[config.mk]
export PLATFORM = sky130hd
export DESIGN_NAME = wind_nmea_scheduler_flat
export DESIGN_NICKNAME = d
export VERILOG_FILES = /design/src/rtl/wind_nmea_pkg.sv /design/src/rtl/wind_nmea_scheduler_if.sv /design/src/rtl/bin2bcd_seq.sv /design/src/rtl/wind_nmea_scheduler.sv /design/src/flat_wrapper.sv
export SDC_FILE = /design/constraint.sdc
export NUM_CORES = 1
export LEC_CHECK = 0
export CAP_MARGIN = 20
export CORE_MARGIN = 3
export CORE_UTILIZATION = 50
export CTS_BUF_LIST = sky130_fd_sc_hd__clkbuf_16
export DETAILED_ROUTE_END_ITERATION = 10
export PLACE_DENSITY_LB_ADDON = 0.2
export SLEW_MARGIN = 20
export SYNTH_ARGS = -nofsm -noshare
export SYNTH_HDL_FRONTEND = slang
export SYNTH_HIERARCHICAL = 1
export SYNTH_SLANG_ARGS = --single-unit
[constraint.sdc]
create_clock -name clk -period 3.5 [get_ports clk]
set_input_delay 0.35 -clock clk [delete_from_list [all_inputs] [get_ports clk]]
set_output_delay 0.35 -clock clk [all_outputs]
set_load 0.005 [all_outputs]
[src/rtl/wind_nmea_pkg.sv]
// Shared definitions for the wind NMEA scheduler.
//   - state_t      : scheduler FSM states
//   - ASCII_*      : framing / status characters used in the MWV sentence
//   - SENTENCE_LEN_* : sentence length with and without the "*hh" checksum
//   - hex_ascii()  : 4-bit nibble to uppercase ASCII hex digit
package wind_nmea_pkg;

    typedef enum logic [2:0] {
        IDLE,
        START,
        WAIT_DATA,
        CONVERT,
        SEND
    } state_t;

    localparam logic [7:0] ASCII_DOLLAR = 8'h24;
    localparam logic [7:0] ASCII_COMMA  = 8'h2C;
    localparam logic [7:0] ASCII_STAR   = 8'h2A;
    localparam logic [7:0] ASCII_CR     = 8'h0D;
    localparam logic [7:0] ASCII_LF     = 8'h0A;
    localparam logic [7:0] ASCII_A      = 8'h41;
    localparam logic [7:0] ASCII_V      = 8'h56;

    localparam int SENTENCE_LEN_CKS   = 22;
    localparam int SENTENCE_LEN_NOCKS = 19;
    localparam int IDX_W              = 5;

    function automatic logic [7:0] hex_ascii(input logic [3:0] nib);
        // '0'..'9' -> 0x30..0x39, 'A'..'F' -> 0x41..0x46 (0x37 + 10 = 'A')
        return (nib < 4'd10) ? {4'h3, nib} : (8'h37 + {4'h0, nib});
    endfunction

endpackage

[src/rtl/wind_nmea_scheduler_if.sv]
// Byte stream from the scheduler to the NMEA UART transmitter.
//   tx_data  : ASCII byte
//   tx_valid : tx_data valid (held with tx_data until accepted)
//   tx_ready : transmitter accepts the byte this cycle
// master = scheduler side, slave = UART TX side.
interface wind_nmea_scheduler_if;
    logic [7:0] tx_data;
    logic       tx_valid;
    logic       tx_ready;

    modport master (output tx_data, output tx_valid, input tx_ready);
    modport slave  (input tx_data, input tx_valid, output tx_ready);
endinterface

[src/rtl/bin2bcd_seq.sv]
// Sequential 8-bit binary to 3-digit BCD converter (repeated subtraction).
//   clk, rst_n : clock, asynchronous active-low reset
//   start      : 1-cycle pulse, loads bin
//   bin        : unsigned value 0..255
//   done       : 1-cycle pulse once the digits are final
//   hundreds, tens, ones : BCD digits, held until the next start
// Takes at most 2 hundreds steps + 9 tens steps, then one cycle to flag done.
module bin2bcd_seq (
    input  logic       clk,
    input  logic       rst_n,
    input  logic       start,
    input  logic [7:0] bin,
    output logic       done,
    output logic [3:0] hundreds,
    output logic [3:0] tens,
    output logic [3:0] ones
);
    logic       busy_q;
    logic       done_q;
    logic [7:0] rem_q;
    logic [3:0] hund_q;
    logic [3:0] tens_q;

    always_ff @(posedge clk or negedge rst_n) begin
        if (!rst_n) begin
            busy_q <= 1'b0;
            done_q <= 1'b0;
            rem_q  <= 8'd0;
            hund_q <= 4'd0;
            tens_q <= 4'd0;
        end else begin
            done_q <= 1'b0;
            if (start) begin
                busy_q <= 1'b1;
                rem_q  <= bin;
                hund_q <= 4'd0;
                tens_q <= 4'd0;
            end else if (busy_q) begin
                if (rem_q >= 8'd100) begin
                    rem_q  <= rem_q - 8'd100;
                    hund_q <= hund_q + 4'd1;
                end else if (rem_q >= 8'd10) begin
                    rem_q  <= rem_q - 8'd10;
                    tens_q <= tens_q + 4'd1;
                end else begin
                    busy_q <= 1'b0;
                    done_q <= 1'b1;
                end
            end
        end
    end

    assign done     = done_q;
    assign hundreds = hund_q;
    assign tens     = tens_q;
    // After conversion the remainder is below 10, so its low nibble is the ones digit.
    assign ones     = rem_q[3:0];
endmodule

[src/rtl/wind_nmea_scheduler.sv]
// Periodic anemometer sequencer and MWV sentence streamer.
// Every PERIOD_CYCLES clocks (while enable=1) a measurement is requested,
// the result (or a timeout) is converted to decimal and streamed as
// "$WIMWV,,R,ddd,N,s[*hh]" CR LF over the tx interface.
//   clk, reset_n          : clock, asynchronous active-low reset
//   enable                : run periodic measurement/transmit
//   anemo_data/anemo_valid: measurement result (valid is a 1-cycle pulse)
//   meas_start            : 1-cycle measurement request
//   tx (master)           : tx_data / tx_valid / tx_ready byte stream
//   busy                  : FSM not IDLE
//   overrun, timeout_err  : sticky status, cleared by clr_status
// Build option: define MWV_CHECKSUM_EN to append "*hh" (22-byte sentence);
// without it the sentence is 19 bytes and no checksum logic exists.
module wind_nmea_scheduler
    import wind_nmea_pkg::*;
#(
    parameter int PERIOD_CYCLES  = 50_000_000,
    parameter int TIMEOUT_CYCLES = 10_000_000
) (
    input  logic                          clk,
    input  logic                          reset_n,
    input  logic                          enable,
    input  logic [7:0]                    anemo_data,
    input  logic                          anemo_valid,
    output logic                          meas_start,
    wind_nmea_scheduler_if.master         tx,
    output logic                          busy,
    output logic                          overrun,
    output logic                          timeout_err,
    input  logic                          clr_status
);
    localparam int CNT_W = $clog2(PERIOD_CYCLES);
    localparam int TO_W  = $clog2(TIMEOUT_CYCLES + 1);
    localparam logic [CNT_W-1:0] CNT_LAST = CNT_W'(PERIOD_CYCLES - 1);
    localparam logic [TO_W-1:0]  TO_LAST  = TO_W'(TIMEOUT_CYCLES - 1);
`ifdef MWV_CHECKSUM_EN
    localparam int SENT_LEN = SENTENCE_LEN_CKS;
`else
    localparam int SENT_LEN = SENTENCE_LEN_NOCKS;
`endif
    localparam logic [IDX_W-1:0] IDX_LAST = IDX_W'(SENT_LEN - 1);

    state_t           state_q, state_d;
    logic [CNT_W-1:0] cnt_q, cnt_d;
    logic [TO_W-1:0]  to_q, to_d;
    logic [IDX_W-1:0] idx_q, idx_d;
    logic             pending_q, pending_d;
    logic             overrun_q, overrun_d;
    logic             timeout_err_q, timeout_err_d;
    logic [7:0]       status_q, status_d;
`ifdef MWV_CHECKSUM_EN
    logic [7:0]       cks_q, cks_d;
`endif
    logic             tick;
    logic             bcd_start, bcd_done;
    logic [7:0]       bcd_bin;
    logic [3:0]       dig_h, dig_t, dig_o;
    logic [7:0]       byte_cur;

    bin2bcd_seq u_bcd (
        .clk      (clk),
        .rst_n    (reset_n),
        .start    (bcd_start),
        .bin      (bcd_bin),
        .done     (bcd_done),
        .hundreds (dig_h),
        .tens     (dig_t),
        .ones     (dig_o)
    );

    // Tick is the cycle in which the counter sits at its last value and wraps.
    assign tick  = enable && (cnt_q == CNT_LAST);
    assign cnt_d = (!enable || tick) ? '0 : cnt_q + CNT_W'(1);

    // Sentence template; digits/status/checksum come from stable registers
    // so tx_data cannot change while a byte is stalled.
    always_comb begin
        byte_cur = 8'h00;
        case (idx_q)
            5'd0:  byte_cur = ASCII_DOLLAR;
            5'd1:  byte_cur = 8'h57;   // W
            5'd2:  byte_cur = 8'h49;   // I
            5'd3:  byte_cur = 8'h4D;   // M
            5'd4:  byte_cur = 8'h57;   // W
            5'd5:  byte_cur = 8'h56;   // V
            5'd6:  byte_cur = ASCII_COMMA;
            5'd7:  byte_cur = ASCII_COMMA;
            5'd8:  byte_cur = 8'h52;   // R
            5'd9:  byte_cur = ASCII_COMMA;
            5'd10: byte_cur = {4'h3, dig_h};
            5'd11: byte_cur = {4'h3, dig_t};
            5'd12: byte_cur = {4'h3, dig_o};
            5'd13: byte_cur = ASCII_COMMA;
            5'd14: byte_cur = 8'h4E;   // N
            5'd15: byte_cur = ASCII_COMMA;
            5'd16: byte_cur = status_q;
`ifdef MWV_CHECKSUM_EN
            5'd17: byte_cur = ASCII_STAR;
            5'd18: byte_cur = hex_ascii(cks_q[7:4]);
            5'd19: byte_cur = hex_ascii(cks_q[3:0]);
            5'd20: byte_cur = ASCII_CR;
            5'd21: byte_cur = ASCII_LF;
`else
            5'd17: byte_cur = ASCII_CR;
            5'd18: byte_cur = ASCII_LF;
`endif
            default: byte_cur = 8'h00;
        endcase
    end

    always_comb begin
        state_d       = state_q;
        pending_d     = pending_q;
        overrun_d     = overrun_q;
        timeout_err_d = timeout_err_q;
        to_d          = to_q;
        idx_d         = idx_q;
        status_d      = status_q;
        bcd_start     = 1'b0;
        bcd_bin       = 8'd0;
`ifdef MWV_CHECKSUM_EN
        cks_d         = cks_q;
`endif
        // Clear first so a coincident set event below wins.
        if (clr_status) begin
            overrun_d     = 1'b0;
            timeout_err_d = 1'b0;
        end
        if (tick) begin
            pending_d = 1'b1;
            if (pending_q) overrun_d = 1'b1;
        end

        case (state_q)
            IDLE: begin
                if (enable && pending_q) begin
                    pending_d = 1'b0;
                    state_d   = START;
                end
            end
            START: begin
                to_d    = '0;
                state_d = WAIT_DATA;
            end
            WAIT_DATA: begin
                // Data arriving on the timeout cycle is still accepted.
                if (anemo_valid) begin
                    bcd_start = 1'b1;
                    bcd_bin   = anemo_data;
                    status_d  = ASCII_A;
                    state_d   = CONVERT;
                end else if (to_q == TO_LAST) begin
                    bcd_start     = 1'b1;
                    status_d      = ASCII_V;
                    timeout_err_d = 1'b1;
                    state_d       = CONVERT;
                end else begin
                    to_d = to_q + TO_W'(1);
                end
            end
            CONVERT: begin
                if (bcd_done) begin
                    idx_d   = '0;
`ifdef MWV_CHECKSUM_EN
                    cks_d   = 8'h00;
`endif
                    state_d = SEND;
                end
            end
            SEND: begin
                if (tx.tx_ready) begin
`ifdef MWV_CHECKSUM_EN
                    // XOR covers bytes strictly between '$' (0) and '*' (17).
                    if ((idx_q != 5'd0) && (idx_q < 5'd17)) cks_d = cks_q ^ byte_cur;
`endif
                    if (idx_q == IDX_LAST) begin
                        idx_d   = '0;
                        state_d = IDLE;
                    end else begin
                        idx_d = idx_q + 5'd1;
                    end
                end
            end
            default: state_d = IDLE;
        endcase

        // Disabled: drop any queued tick; a sentence in flight still completes.
        if (!enable) pending_d = 1'b0;
    end

    always_ff @(posedge clk or negedge reset_n) begin
        if (!reset_n) begin
            state_q       <= IDLE;
            cnt_q         <= '0;
            to_q          <= '0;
            idx_q         <= '0;
            pending_q     <= 1'b0;
            overrun_q     <= 1'b0;
            timeout_err_q <= 1'b0;
            status_q      <= 8'h00;
`ifdef MWV_CHECKSUM_EN
            cks_q         <= 8'h00;
`endif
        end else begin
            state_q       <= state_d;
            cnt_q         <= cnt_d;
            to_q          <= to_d;
            idx_q         <= idx_d;
            pending_q     <= pending_d;
            overrun_q     <= overrun_d;
            timeout_err_q <= timeout_err_d;
            status_q      <= status_d;
`ifdef MWV_CHECKSUM_EN
            cks_q         <= cks_d;
`endif
        end
    end

    assign meas_start  = (state_q == START);
    assign busy        = (state_q != IDLE);
    assign tx.tx_valid = (state_q == SEND);
    assign tx.tx_data  = (state_q == SEND) ? byte_cur : 8'h00;
    assign overrun     = overrun_q;
    assign timeout_err = timeout_err_q;
endmodule
[src/flat_wrapper.sv]
// flat-port wrapper written by rule: the top's interface ports become plain ports
module wind_nmea_scheduler_flat import wind_nmea_pkg::*;
#(
    parameter int PERIOD_CYCLES  = 50_000_000,
    parameter int TIMEOUT_CYCLES = 10_000_000
)
  (clk, reset_n, enable, anemo_data, anemo_valid, meas_start, busy, overrun, timeout_err, clr_status, tx_tx_data, tx_tx_valid, tx_tx_ready);
  wind_nmea_scheduler_if tx_i ();
  input  logic clk;
  input  logic reset_n;
  input  logic enable;
  input  logic [7:0] anemo_data;
  input  logic anemo_valid;
  output logic meas_start;
  output logic busy;
  output logic overrun;
  output logic timeout_err;
  input  logic clr_status;
  output wire logic [$bits(tx_i.tx_data)-1:0] tx_tx_data;
  output wire logic [$bits(tx_i.tx_valid)-1:0] tx_tx_valid;
  input wire logic [$bits(tx_i.tx_ready)-1:0] tx_tx_ready;
  assign tx_tx_data = tx_i.tx_data;
  assign tx_tx_valid = tx_i.tx_valid;
  assign tx_i.tx_ready = tx_tx_ready;
  wind_nmea_scheduler #(.PERIOD_CYCLES(PERIOD_CYCLES), .TIMEOUT_CYCLES(TIMEOUT_CYCLES)) u_core (.clk(clk), .reset_n(reset_n), .enable(enable), .anemo_data(anemo_data), .anemo_valid(anemo_valid), .meas_start(meas_start), .tx(tx_i), .busy(busy), .overrun(overrun), .timeout_err(timeout_err), .clr_status(clr_status));
endmodule
==> results of run 1 <==
[flip-flops by register name (all words and copies together), names as in the netlist]
signal / count
u_core/timeout_err: 1
u_core/u_bcd/hundreds: 4
u_core/u_bcd/rem_q: 8
u_core/idx_q: 5
u_core/to_q: 24
u_core/u_bcd/done: 1
u_core/state_q: 3
u_core/u_bcd/busy_q: 1
u_core/pending_q: 1
u_core/status_q: 3
u_core/overrun: 1
u_core/u_bcd/tens: 4
u_core/cnt_q: 26
[cells by family (layout without fill, tap and decap cells)]
| logic type | count (synthesis) | after routing | synth area share |
|---|---|---|---|
| buffers and inverters | 54 | 67 | 0.0547 |
| adder cells (fa/ha/maj) | 14 | 14 | 0.0342 |
| AO/OA/AOI/OAI | 122 | 122 | 0.151 |
| XOR/XNOR | 31 | 31 | 0.0530 |
| other | 1 | 1 | 0.000732 |
| AND/OR/NAND/NOR | 265 | 265 | 0.285 |
| multiplexers | 10 | 10 | 0.0208 |
| flip-flops | 82 | 82 | 0.400 |
[final timing paths]
check	start	endpoint	slack (ns)
worst max-delay path	u_core/idx_q[1]	tx_tx_data[1]	0.38
min in group clk	u_core/status_q[6]	u_core/status_q[6]	0.49
max in group asynchronous	reset_n	u_core/cnt_q[19]	2.96
worst min register to register	u_core/status_q[6]	u_core/status_q[6]	0.49
worst max register to register	u_core/to_q[11]	u_core/u_bcd/rem_q[2]	0.93
worst min-delay path	reset_n	u_core/to_q[23]	0.07
[synthesized netlist by cell type, types with 3 or more instances]
cell type	number
nor4_1	8
nand3b_1	3
and3_1	17
nor3_1	19
a21oi_1	42
mux2i_1	5
o21a_1	3
a221o_1	3
and2_1	5
mux2_2	5
o21ai_1	6
nand2_1	42
or2_2	5
nor2b_1	5
xnor2_1	10
buf_4	7
inv_1	20
buf_6	6
o211ai_1	8
o22ai_1	5
nor2_1	51
nand3_1	39
ha_1	14
and4_1	4
o31ai_1	8
clkbuf_1	13
buf_2	5
or4_1	9
dfrtp_1	82
nand4_1	20
nand2b_1	9
o21ai_0	20
xor2_1	21
or3_1	11
[per-stage QoR]
step	instance area, sq um	util
final	5670	0.575
after global routing	5670	0.575
after CTS	5670	0.574
after detailed placement	5380	0.546
after global placement	5380	0.546
after floorplan	5120	-
[layout make-up]
class                   count  area [sq um]  area share
multi-input cells         443          2790       0.492
flip-flops and latches     82          2050       0.362
clock inverters             6          58.8      0.0104
clock buffers               9           225      0.0397
repair buffers             31           297      0.0523
well taps                 133           166      0.0293
inverters                  21          78.8      0.0139
[layer usage]
| metal | global-route usage | part of all wire | up-vias |
|---|---|---|---|
| met1 | 0.296 | 0.49 | 2100 |
| met5 | 0 | 0 | - |
| met4 | 0.0548 | 0.010 | 0 |
| met3 | 0.0325 | 0.039 | 10 |
| met2 | 0.334 | 0.46 | 81 |
| li1 | - | - | 2125 |
[where the power goes]
part,internal [mW],switching (mW),total (mW)
logic,0.0164,0.0286,0.0450
clock network,0.545,0.371,0.915
registers,0.951,0.00284,0.954
total,1.51,0.402,1.91
[worst reg2reg max path, cell delays in order, from the launching register on]
cell and delay, ns:
dfrtp_1 0.44, or4_1 0.52, or3_4 0.40, nor2_4 0.13, o21a_1 0.27, nand2b_1 0.23
a21oi_1 0.13, a221o_1 0.34
==> impl_metrics.yaml, run 1 <==
drt:
  drtIter0Drc: 228
  wire_per_inst_um: 15.5
  drc: 0
  drtPass1Iterations: 4
  vias_per_cell: 5.95
  dr_total_vias: 4316
  wl_um: 11200
  final_antenna_net_count: 0
timing:
  rsz0062_at_grt: "no"
  fin_crit_sh: 0.892
  final.setup_skew_ns: 0.00834
  worstMarginPinSlew_ns: 0.880
  setup_slack_ns: 0.379
  whs_ns: 0.0701
  slew_viol_final: 0
  hold_violations: 0
  fin_crit_ns: 3.12
  fmax_mhz: 320
  slew_headroom: 0.408
  timing.setup.tns_ns: 0
  final-setup-viol-count: 0
placed_design:
  gp_congestion: 0.847
  dp_slack_ns: 0.742
  place_inst: 710
  place.port_buffers: 25
  hpwl_um: 7900
die:
  dieHeight_um: 107
  initial_core_util: 0.520
  die-width_um: 107
  dieArea_sq_mm: 0.0115
  core-area_sq_mm: 0.00986
  ios: 27
  num_rows: 36
synthesis:
  synthArstFlopShare: 1.00
  syn_nets: 607
  yosysSeqAreaShare: 0.400
  yosysWarningCount: 6
  synth_edf_count: 0
  synthFlopType: "dfrtp_1"
  yosys.area.top_type: "dfrtp_1"
  netlist_area_sq_mm: 0.00512
  synthCells: 579
  postSynthAreaPerCell_sq_um: 8.85
  yosysTopAreaCellShare: 0.400
  synth-seq-cells: 82
  synthDistinctLibCells: 76
  synthTopCellsByArea: "dfrtp_1 40%, a21oi_1 4.1%, nand3_1 3.8%"
setup_path:
  crit_chain: "inv_1 -> ha_1 -> nor2b_1 -> a21oi_1 -> or2_2 -> a41o_1 -> a31oi_1 -> clkdlybuf4s50_1"
  worst_setup_path_end_kind: "output port"
  criticalPathCategory: "register to output port"
  path_buf_inv: 2
  path_max_fanout: 7
  cp_top_family: "buffers and inverters"
  critPathLaunchType: "register"
  cp.depth: 8
  r2r_cells: 7
  cp_slowest_cell: "clkdlybuf4s50_1"
  cp_slowest_stage_delay_ns: 0.53
  critPathArrivalTime_ns: 2.77
  crit_required_ns: 3.15
flow_run:
  drv_cap: 0
grt:
  gr-total-overflow: 0
  antenna_found_initial: 0
  grt_usage: 0.209
  grt_pass1_vias: 4110
  grt_max_degree: 83
  grt_first_pass_wirelength_um: 19700
finish:
  nets: 616
  syn_to_final_growth_pct: 10.6
  antenna_cells: 0
  finalNonFillerCells: 725
  fillCellCount: 870
  drive_gt1_frac: 0.0743
  mostFrequentLayoutCells: "82 x dfrtp_1, 51 x nor2_1, 42 x nand2_1, 42 x a21oi_1, 39 x nand3_1"
  final_common_cell: "dfrtp_1"
power_and_ir_drop:
  p_leak_nw: 2.33
  power_mw: 1.91
  powerDensity_mw_per_mm2: 338
  vdd_ir_drop_max_mv: 0.294
clock_tree:
  clock_sinks: 82
  h-tree-depth: 3
  cts_buffer_depth: 2
  clkTransAtPathRegs_ns: 0.06
  cts_setup_buffers: 0
  clk_latency_ns: 0.33
  cts_tree: "done"
  postCtsResizedCells: 0
  cts_inserted_buffers: 9
  cts_root_buf: "clkbuf_16"
  cts_hold_buffers: 0
run_status:
  outcome: "complete, no violations"
worst_hold_path:
  hp-class: "primary input to async pin"
No activity file was read; power rests on OpenSTA's default activity.
==> run 2, diff against run 1 <==
--- a/config.mk
+++ b/config.mk
@@ -6,8 +6,10 @@
 export NUM_CORES = 1
 export LEC_CHECK = 0
 export CAP_MARGIN = 20
+export CELL_PAD_IN_SITES_DETAIL_PLACEMENT = 1
+export CELL_PAD_IN_SITES_GLOBAL_PLACEMENT = 1
 export CORE_MARGIN = 3
-export CORE_UTILIZATION = 50
+export CORE_UTILIZATION = 47
 export CTS_BUF_LIST = sky130_fd_sc_hd__clkbuf_16
 export DETAILED_ROUTE_END_ITERATION = 10
 export PLACE_DENSITY_LB_ADDON = 0.2
==> run 2 against run 1 <==
Clock skew grew 0.0032 ns. Non-clock buffer count grew 3. Combinational power grew 4%. Core utilization shrank 3.0 points. Total power grew 0.80%. Register-to-register slack lost 0.04 ns. Sequential share of layout area shrank 0.21 points. Worst hold slack lost 0.040 ns. Sequential power is essentially flat. Critical endpoint unchanged. Cell area grew 0.57%. Via count grew 2.5%. Global-route usage grew 2.0 points.
==> impl_metrics.yaml, run 2 (synthesis results as in run 1) <==
placed_design:
  gp_congestion: 0.856
  place.port_buffers: 25
  hpwl_um: 9170
clock_tree:
  clkTransAtPathRegs_ns: 0.06
  cts_inserted_buffers: 9
  cts_tree: "done"
  clock_sinks: 82
  cts_buffer_depth: 2
  cts_hold_buffers: 0
  h-tree-depth: 3
  postCtsResizedCells: 0
  cts_setup_buffers: 0
  clk_latency_ns: 0.34
  cts_root_buf: "clkbuf_16"
timing:
  fin_crit_ns: 3.05
  fin_crit_sh: 0.871
  slew_headroom: 0.466
  worstMarginPinSlew_ns: 0.794
  hold_violations: 0
  final.setup_skew_ns: 0.0115
  final-setup-viol-count: 0
  timing.setup.tns_ns: 0
  fmax_mhz: 328
  slew_viol_final: 0
  whs_ns: 0.0296
  rsz0062_at_grt: "no"
finish:
  final_common_cell: "dfrtp_1"
  reg_top3: "u_core/cnt_q (26), u_core/to_q (24), u_core/u_bcd/rem_q (8)"
  drive_gt1_frac: 0.0807
  largest-register: "u_core/cnt_q"
  antenna_cells: 0
  nets: 619
  mostFrequentLayoutCells: "82 x dfrtp_1, 51 x nor2_1, 42 x nand2_1, 42 x a21oi_1, 39 x nand3_1"
  largest_reg_flops: 26
  syn_to_final_growth_pct: 11.3
flow_run:
  drv_cap: 0
grt:
  grt_usage: 0.228
  antenna_found_initial: 0
  gr-total-overflow: 0
  grt_pass1_vias: 4635
  grt_first_pass_wirelength_um: 23500
  grt_max_degree: 83
drt:
  met1_length_um: 6440
  dr_total_vias: 4422
  met2_length_um: 6430
  drtPass1Iterations: 4
  vias_per_cell: 6.05
  top_layer: "met4"
  met3WireLength_um: 409
  wl_um: 13400
  final_antenna_net_count: 0
  wire_per_inst_um: 18.4
  drtIter0Drc: 229
  drc: 0
worst_hold_path:
  hp-class: "primary input to async pin"
die:
  ios: 27
  dieArea_sq_mm: 0.0122
  initial_core_util: 0.490
  core-area_sq_mm: 0.0105
  dieHeight_um: 110
  die-width_um: 110
  num_rows: 37
power_and_ir_drop:
  vdd_ir_drop_max_mv: 0.196
  switchingPower_uw: 417
  combPwrFrac: 0.024
  netSwitchingFraction: 0.216
  internal_power_mw: 1.51
  powerDensity_mw_per_mm2: 338
  pwr-share-clk: 0.481
  seqPwrFrac: 0.494
  p_leak_nw: 2.36
setup_path:
  worst_setup_path_end_kind: "output port"
  crit_required_ns: 3.15
  path_max_fanout: 7
  critPathArrivalTime_ns: 2.70
  critPathLaunchType: "register"
  criticalPathCategory: "register to output port"
run_status:
  outcome: "complete, no violations"
==> run 2: changes by cell type in the layout (fill, tap and decap cells not counted), sizes merged <==
cell / previous run / this run
buf: 7 / 10
clkinv: 3 / 5
clkinvlp: 1 / 0
inv: 22 / 21
==> run 2: layout make-up <==
class / count / area (sq um)
fill: 1253 / 4760
multi-input combinational: 443 / 2800
timing repair buffer: 34 / 319
inverter: 21 / 78.8
clock inverter: 6 / 60.1
sequential: 82 / 2050
clock buffer: 9 / 225
tap: 136 / 170
==> run 2: critical path: stages, from the launching register on <==
cell and delay (ns):
dfrtp_1 0.41, inv_1 0.13, ha_1 0.29, nor2b_1 0.21, a21oi_1 0.05, or2_2 0.30, a41o_1 0.30, a31oi_1 0.16
clkdlybuf4s50_1 0.52
==> run 2: per-stage QoR <==
step                cells  utilization  instance area, sq um  setup WS [ns]  power [mW]
global route          731        0.545                  5700          0.215        2.00
finish                731        0.545                  5700          0.453        1.93
detailed placement    716        0.517                  5410          0.812        1.02
global placement      716        0.517                  5410          0.899        1.02
floorplan             579            -                  5120          0.879       0.981
CTS                   731        0.545                  5700          0.425        1.95
==> run 2: power groups by stage <==
stage                     clock network [mW]  logic, mW  registers (mW)
final                                  0.929     0.0469           0.954
after global routing                   0.994     0.0538           0.953
after CTS                              0.951     0.0484           0.954
after detailed placement                   0     0.0481           0.971
after global placement                     0     0.0472           0.971
after floorplan                            0     0.0102           0.971
==> run 2: per-layer routing <==
metal / up-vias / global-route usage
met5: - / 0
met4: 0 / 0.0681
met3: 14 / 0.0356
met2: 71 / 0.367
li1: 2128 / -
met1: 2209 / 0.319
==> run 2: worst paths after layout <==
check | start | end | slack (ns) | cells past startpoint
worst min register to register | u_core/status_q[6] | u_core/status_q[6] | 0.49 | 1
worst min-delay path | reset_n | u_core/cnt_q[2] | 0.03 | 1
min in group clk | u_core/status_q[6] | u_core/status_q[6] | 0.49 | 1
worst max register to register | u_core/to_q[13] | u_core/u_bcd/rem_q[5] | 0.89 | 9
max in group asynchronous | reset_n | u_core/u_bcd/rem_q[4] | 2.88 | 1
worst max-delay path | u_core/idx_q[1] | tx_tx_data[1] | 0.45 | 8
==> run 3, diff against run 2 <==
--- a/config.mk
+++ b/config.mk
@@ -13,6 +13,7 @@
 export CTS_BUF_LIST = sky130_fd_sc_hd__clkbuf_16
 export DETAILED_ROUTE_END_ITERATION = 10
 export PLACE_DENSITY_LB_ADDON = 0.2
+export SETUP_SLACK_MARGIN = 0.5
 export SLEW_MARGIN = 20
 export SYNTH_ARGS = -nofsm -noshare
 export SYNTH_HDL_FRONTEND = slang
==> run 3 against run 2 <==
Maximum frequency up 7.5%. Sequential share of layout area down 0.45 points. Register-to-register slack better by 0.03 ns. Flip-flop and latch count unchanged. Core utilization up 0.79 points. Count of clock-buffer cells in the layout unchanged. Non-clock buffer count up 1. Cell count up 0.14%. Worst hold slack better by 0.028 ns. Setup slack better by 0.21 ns. Cell area up 1.4%. Global-route usage about the same. Largest cell class unchanged. Largest power group unchanged.
==> impl_metrics.yaml, run 3 (synthesis results as in run 1) <==
drt:
  final_antenna_net_count: 0
  vias_per_cell: 6.07
  wire_per_inst_um: 18.7
  wl_um: 13700
  drtIter0Drc: 244
  drtPass1Iterations: 4
  dr_total_vias: 4444
  drc: 0
finish:
  largest_reg_flops: 26
  reg_top3: "u_core/cnt_q (26), u_core/to_q (24), u_core/u_bcd/rem_q (8)"
  drive_gt1_frac: 0.104
  final_common_cell: "dfrtp_1"
  antenna_cells: 0
  nets: 620
  final_util: 0.553
  syn_to_final_growth_pct: 12.9
  mostFrequentLayoutCells: "79 x dfrtp_1, 51 x nor2_1, 42 x nand2_1, 42 x a21oi_1, 39 x nand3_1"
  largest-register: "u_core/cnt_q"
grt:
  gr-total-overflow: 0
  grt_first_pass_wirelength_um: 23600
  grt_usage: 0.229
  grt_pass1_vias: 4650
  antenna_found_initial: 0
  grt_max_degree: 83
setup_path:
  criticalPathCategory: "register to output port"
  crit_required_ns: 3.15
  critPathLaunchType: "register"
  cp_slowest_cell: "clkdlybuf4s50_1"
  rrSetupSlack_ns: 0.92
  crit_chain: "inv_4 -> ha_4 -> a21oi_1 -> or2_2 -> a41o_2 -> a31oi_1 -> clkdlybuf4s50_1"
  worst_setup_path_end_kind: "output port"
  cp_top_family: "buffers and inverters"
  path_max_fanout: 11
  path_buf_inv: 2
  critPathArrivalTime_ns: 2.48
  cp_slowest_stage_delay_ns: 0.52
placed_design:
  place.port_buffers: 25
  dp_slack_ns: 0.812
  hpwl_um: 9170
  gp_congestion: 0.856
die:
  core-area_sq_mm: 0.0105
  num_rows: 37
  dieArea_sq_mm: 0.0122
  ios: 27
  initial_core_util: 0.490
  die-width_um: 110
  dieHeight_um: 110
flow_run:
  drv_cap: 0
worst_hold_path:
  hp-class: "primary input to async pin"
clock_tree:
  cts_inserted_buffers: 9
  h-tree-depth: 3
  clk_latency_ns: 0.34
  clkTransAtPathRegs_ns: 0.06
  clock_sinks: 82
  cts_tree: "done"
  cts_buffer_depth: 2
  cts_root_buf: "clkbuf_16"
  cts_hold_buffers: 0
power_and_ir_drop:
  p_leak_nw: 2.37
  vdd_ir_drop_max_mv: 0.197
  powerDensity_mw_per_mm2: 333
  power_mw: 1.93
timing:
  fin_crit_ns: 2.83
  fmax_mhz: 353
  slew_viol_final: 0
  setup_slack_ns: 0.666
  timing.setup.tns_ns: 0
  whs_ns: 0.0577
  final.setup_skew_ns: 0.00998
  fin_crit_sh: 0.810
  hold_violations: 0
  final-setup-viol-count: 0
  slew_headroom: 0.466
  rsz0062_at_grt: "no"
  worstMarginPinSlew_ns: 0.794
run_status:
  outcome: "complete, no violations"
==> run 3: worst reg2reg max path, delay by kind of cell, from the launching register on <==
family	cells	cell delay, ns
AND/OR/NAND/NOR	4	1.24
AO/OA/AOI/OAI	4	0.56
flip-flops	1	0.43
buffers and inverters	1	0.20
==> run 3: power by group <==
group | switching (mW) | internal [mW] | total [mW] | leakage (nW)
clock | 0.382 | 0.545 | 0.927 | 0.144
combinational | 0.0304 | 0.0163 | 0.0467 | 1.15
sequential | 0.00306 | 0.951 | 0.954 | 1.07
total | 0.415 | 1.51 | 1.93 | 2.37
==> run 3: final cells by class <==
cell class / instances / area, sq um
clock buffer: 9 / 225
fill: 1252 / 4680
sequential: 82 / 2060
clock inverter: 6 / 60.1
multi-input combinational: 443 / 2860
tap: 136 / 170
inverter: 21 / 83.8
timing repair buffer: 35 / 327
==> run 3: what timing repair did <==
item                                    CTS  global route
endpoints found under the hold margin     0             0
resized for setup                         5            15
pin swaps                                 1             0
endpoints found under the setup margin    7             7
setup buffers                             0             1
==> run 3: final timing paths <==
check	endpoint	cells after the start	start
max	tx_tx_data[1]	7	u_core/idx_q[0]
min	u_core/cnt_q[2]	1	reset_n
max reg2reg	u_core/u_bcd/rem_q[5]	9	u_core/to_q[13]
min reg2reg	u_core/status_q[6]	1	u_core/status_q[6]
max in group asynchronous	u_core/idx_q[1]	1	reset_n
min in group clk	u_core/status_q[6]	1	u_core/status_q[6]
==> run 3: layer usage <==
layer | routed length (um) | vias to the layer above | share of wire | track usage
li1 | - | 2128 | - | -
met1 | 6520 | 2238 | 0.48 | 0.319
met2 | 6640 | 66 | 0.49 | 0.367
met3 | 384 | 12 | 0.028 | 0.0356
met4 | 131 | 0 | 0.0096 | 0.0681
met5 | 0 | - | 0 | 0
==> run 3: per-stage QoR <==
step	instances	cell area [sq um]
floorplan	579	5120
global placement	716	5410
detailed placement	716	5410
CTS	731	5720
global route	732	5790
finish	732	5790
